[src/rtl/branch_pht.sv]
// Branch direction predictor: table of saturating counters indexed by fetch PC,
// optionally hashed with global history, plus saturating hit/miss statistics.
module branch_pht #(
  parameter int unsigned IDX_W  = 6,
  parameter int unsigned CNT_W  = 2,
  parameter int unsigned INIT   = 1,
  parameter int unsigned GSHARE = 1,
  parameter int unsigned HIST_W = 4
) (
  input  logic              clk,
  input  logic              rst,
  input  logic [31:0]       pred_pc,
  output logic              pred_take,
  output logic [IDX_W-1:0]  pred_idx,
  input  logic              upd_valid,
  input  logic [IDX_W-1:0]  upd_idx,
  input  logic              upd_taken,
  input  logic              upd_pred,
  input  logic              stat_clr,
  output logic [15:0]       stat_branch,
  output logic [15:0]       stat_miss
);

  localparam int unsigned DEPTH  = 1 << IDX_W;
  localparam int unsigned STAT_W = 16;
  localparam logic [CNT_W-1:0]  CNT_MAX  = '1;
  localparam logic [CNT_W-1:0]  CNT_INIT = CNT_W'(INIT);
  localparam logic [STAT_W-1:0] STAT_MAX = '1;

  logic [CNT_W-1:0]  cnt [DEPTH];
  logic [HIST_W-1:0] ghr;
  logic [IDX_W-1:0]  pc_idx;
  logic [IDX_W-1:0]  hist_idx;
  logic [CNT_W-1:0]  cnt_cur;
  logic [CNT_W-1:0]  cnt_nxt;
  logic              unused_pc;

  // Same-cycle prediction from registered state; no bypass of a concurrent update.
  assign pc_idx    = pred_pc[IDX_W+1:2];
  assign hist_idx  = IDX_W'(ghr);
  assign pred_idx  = (GSHARE != 0) ? (pc_idx ^ hist_idx) : pc_idx;
  assign pred_take = cnt[pred_idx][CNT_W-1];
  assign unused_pc = ^{pred_pc[31:IDX_W+2], pred_pc[1:0]};

  // Saturating step of the counter being trained.
  always_comb begin
    cnt_cur = cnt[upd_idx];
    cnt_nxt = cnt_cur;
    if (upd_taken) begin
      if (cnt_cur != CNT_MAX) cnt_nxt = cnt_cur + CNT_W'(1);
    end else begin
      if (cnt_cur != '0) cnt_nxt = cnt_cur - CNT_W'(1);
    end
  end

  always_ff @(posedge clk or negedge rst) begin
    if (!rst) begin
      for (int unsigned i = 0; i < DEPTH; i++) cnt[i] <= CNT_INIT;
    end else if (upd_valid) begin
      cnt[upd_idx] <= cnt_nxt;
    end
  end

  // Truncating the concatenation drops the oldest bit; also covers HIST_W = 1.
  always_ff @(posedge clk or negedge rst) begin
    if (!rst) begin
      ghr <= '0;
    end else if (upd_valid) begin
      ghr <= HIST_W'({ghr, upd_taken});
    end
  end

  always_ff @(posedge clk or negedge rst) begin
    if (!rst) begin
      stat_branch <= '0;
      stat_miss   <= '0;
    end else if (stat_clr) begin
      stat_branch <= '0;
      stat_miss   <= '0;
    end else if (upd_valid) begin
      if (stat_branch != STAT_MAX) stat_branch <= stat_branch + STAT_W'(1);
      if ((upd_pred != upd_taken) && (stat_miss != STAT_MAX))
        stat_miss <= stat_miss + STAT_W'(1);
    end
  end

endmodule

[config.mk]
export PLATFORM = sky130hd
export DESIGN_NAME = branch_pht
export DESIGN_NICKNAME = d
export VERILOG_FILES = /design/src/rtl/branch_pht.sv
export SDC_FILE = /design/constraint.sdc
export NUM_CORES = 1
export LEC_CHECK = 0
export ABC_AREA = 1
export ABC_CLOCK_PERIOD_IN_PS = 2900
export CAP_MARGIN = 30
export CORE_MARGIN = 3
export CORE_UTILIZATION = 32
export DETAILED_ROUTE_END_ITERATION = 10
export PLACE_DENSITY_LB_ADDON = 0.25
export SYNTH_ARGS = -nofsm -noshare
export SYNTH_HDL_FRONTEND = slang
export SYNTH_SLANG_ARGS = --single-unit
[constraint.sdc]
create_clock -name clk -period 2.9 [get_ports clk]
set_clock_uncertainty 0.05 [all_clocks]
set_input_delay 0.58 -clock clk [delete_from_list [all_inputs] [get_ports clk]]
set_output_delay 0.58 -clock clk [all_outputs]
set_load 0.01 [all_outputs]
==> out/metrics.yaml <==
floorplan:
  die-area_um2: 32500
  num_rows: 63
  die_width_um: 180
  dieHeight_um: 180
  io_pins: 83
  coreArea_um2: 29800
  start_util_pct: 32.6
timing:
  period_minus_slack_ps: 2850
  finalHoldViolCount: 0
  setup_violations: 0
  layout_worst_path_cycle_share_pct: 98.1
  setup_ws_ps: 54.6
  max_freq_mhz: 351
  slew_headroom_pct: 63.0
  worst_slew_pin_slew_ps: 555
  rsz0062_at_grt: "false"
  drv_slew: 0
worst_setup_path:
  path_max_fanout: 5
  cp.required_ps: 2270
  cp-start-kind: "primary input"
  critical_path_arrival_ps: 2220
  r2r_start: "cnt[31]"
  r2r_end: "cnt[4]"
  cp-end-kind: "output pin"
  r2r_cells: 14
  rrSetupSlack_ps: 450
  crit_type: "primary input to output pin"
  crit_start: "pred_pc[5]"
  critPathCapture: "pred_idx[3]"
routing:
  firstDrtPassIters: 6
  drt-total-wl_um: 32300
  via_per_inst: 4.85
  postRouteAntennaNets: 0
  wl_per_cell_um: 16.4
  drt_iter0_markers: 733
  drcViolationCount: 0
  vias: 9555
placed_design:
  pre_cts_ws_ps: -545
  place_congestion: 0.896
  io_buffers: 56
  place_area_um2: 11200
  hpwl_um: 22500
clock_tree:
  clock_sinks: 164
  cts_max_level: 4
  cts_tree: "yes"
  cts-root-buf: "clkbuf_16"
  cts.clk_slew.worst_paths_ps: 80
  cts_buffer_depth: 2
  insertion_delay_ps: 450
  cts_made_buffers: 17
logic_synthesis:
  synth.net_count: 1499
  ys_warn_count: 0
  ys_ff_latch: 164
  netlist_instances: 1453
  ys_seq_area_share_pct: 43.1
  netlist_top_cells_area: "nand2_1 (26%), dfrtp_1 (26%), dfstp_2 (17%), nand3_1 (7.2%), inv_1 (6.6%)"
  synth.largest_area_cell: "nand2_1"
  yosysUniqueCellTypes: 37
  avgSynthCellArea_um2: 6.68
  synth_top_cell_area_share_pct: 25.8
  synth_area_um2: 9710
global_routing:
  grt_use_met1_pct: 27.4
  grt_use_met3_pct: 3.51
  grt_pass1_vias: 9042
  busiest_layer: "met2"
  gr-usage-met2_pct: 30.8
  antenna_found_initial: 1
  grt_overflow: 0
  grt_use_total_pct: 19.7
  grt_max_degree: 62
  grt_pass1_wl_um: 51100
worst_hold_path:
  hold_path_class: "primary input to asynchronous set/reset pin"
pwr:
  leakage_nw: 5.83
  power_density_nw_per_um2: 549
  ir_worst_vdd_mv: 0.441
final_layout:
  fillers: 3136
  drive_above_1_share_pct: 13.6
  syn_to_final_growth_pct: 23.7
  fin_area_um2: 12000
  nets: 1612
  final_cell_mix: "nand2_1 (665), inv_1 (171), nand3_1 (138), nor2_1 (101), dfrtp_1 (100)"
  antenna_cells: 0
  final_common_cell: "nand2_1"
flow_run:
  max-cap-violations: 0
status:
  status: "finished, final reports clean"
cell families after synthesis:
family / after synthesis / share of synthesized area [%]
AO/OA/AOI/OAI: 94 / 5.98
AND/OR/NAND/NOR: 954 / 39.7
adder cells (fa/ha/maj): 2 / 0.258
XOR/XNOR: 7 / 0.631
flip-flops: 164 / 43.1
buffers and inverters: 232 / 10.4
synthesized netlist by cell type:
master and n:
nand2_1 667, inv_1 171, nand3_1 139, nor2_1 101, dfrtp_1 100, dfstp_2 64
o211ai_1 35, nor3_1 27, o21ai_0 25, a21oi_1 16, buf_2 16, clkbuf_1 14
buf_4 13, buf_6 9, o21ai_1 9, xnor2_1 5, inv_2 4, nand4_1 4
nor2_2 4, clkinv_1 3, o31ai_1 3, or2_1 3, a31oi_1 2, ha_1 2
nand2_4 2, o21a_1 2, or2_2 2, xor2_1 2, buf_1 1, inv_4 1
nand2_2 1, nand3b_1 1, nor3b_1 1, nor4_1 1, o21ba_2 1, o21bai_1 1
or2_0 1
metal layers:
metal	vias to the layer above	wire, µm
met5	-	0
met4	0	977
met3	56	1780
met2	293	14600
met1	4479	14900
li1	4727	-
sequential cells by signal, indices dropped and copies added, names as in the netlist:
| name | cells |
|---|---|
| cnt | 128 |
| stat_branch | 16 |
| stat_miss | 16 |
| ghr | 4 |
report_power, final:
part	internal, W	switching (W)
Sequential	0.00263	0.000162
Clock	0.00126	0.00109
Combinational	0.000566	0.000879
worst max-delay path, cell delays in order:
cell,delay (ps)
clkdlybuf4s50_1,460
xnor2_2,320
inv_1,200
buf_4,180
clkdlybuf4s50_1,470
stage by stage:
stage	util (%)	hold WS (ps)	total power (W)	TNS [ps]	instances
global placement	37.7	403	0.00418	-28770	1928
finish	40.3	41.4	0.00659	0	1969
CTS	39.9	56.0	0.00658	-82.2	1961
detailed placement	37.7	406	0.00419	-25880	1928
floorplan	-	234	0.00361	0	1453
global route	40.3	58.4	0.00692	0	1969
final cells by class:
type | count | area [µm²] | area share, %
Clock inverter | 13 | 135 | 1.12
Inverter | 179 | 681 | 5.67
Clock buffer | 19 | 453 | 3.77
Multi-Input combinational cell | 1057 | 4590 | 38.2
Timing Repair Buffer | 147 | 1480 | 12.3
Tap cell | 390 | 488 | 4.06
Sequential cell | 164 | 4180 | 34.8
worst min path at each step:
stage	startpoint	endpoint	slack [ps]
global placement	cnt[70]	cnt[70]	400
detailed placement	cnt[90]	cnt[90]	410
finish	rst	cnt[27]	40
global route	rst	cnt[27]	60
floorplan	rst	cnt[101]	230
CTS	rst	cnt[107]	60
timing repair:
action | 4_1_cts | 5_1_grt
hold buffers | 0 | 0
resized for setup | 11 | 14
pin swaps | 1 | 6
hold endpoints to repair | 0 | 0
cloned | 1 | 3
endpoints found under the setup margin | 3 | 11
buffers inserted | 0 | 5
Note: power is estimated with default switching activity, not from simulation.
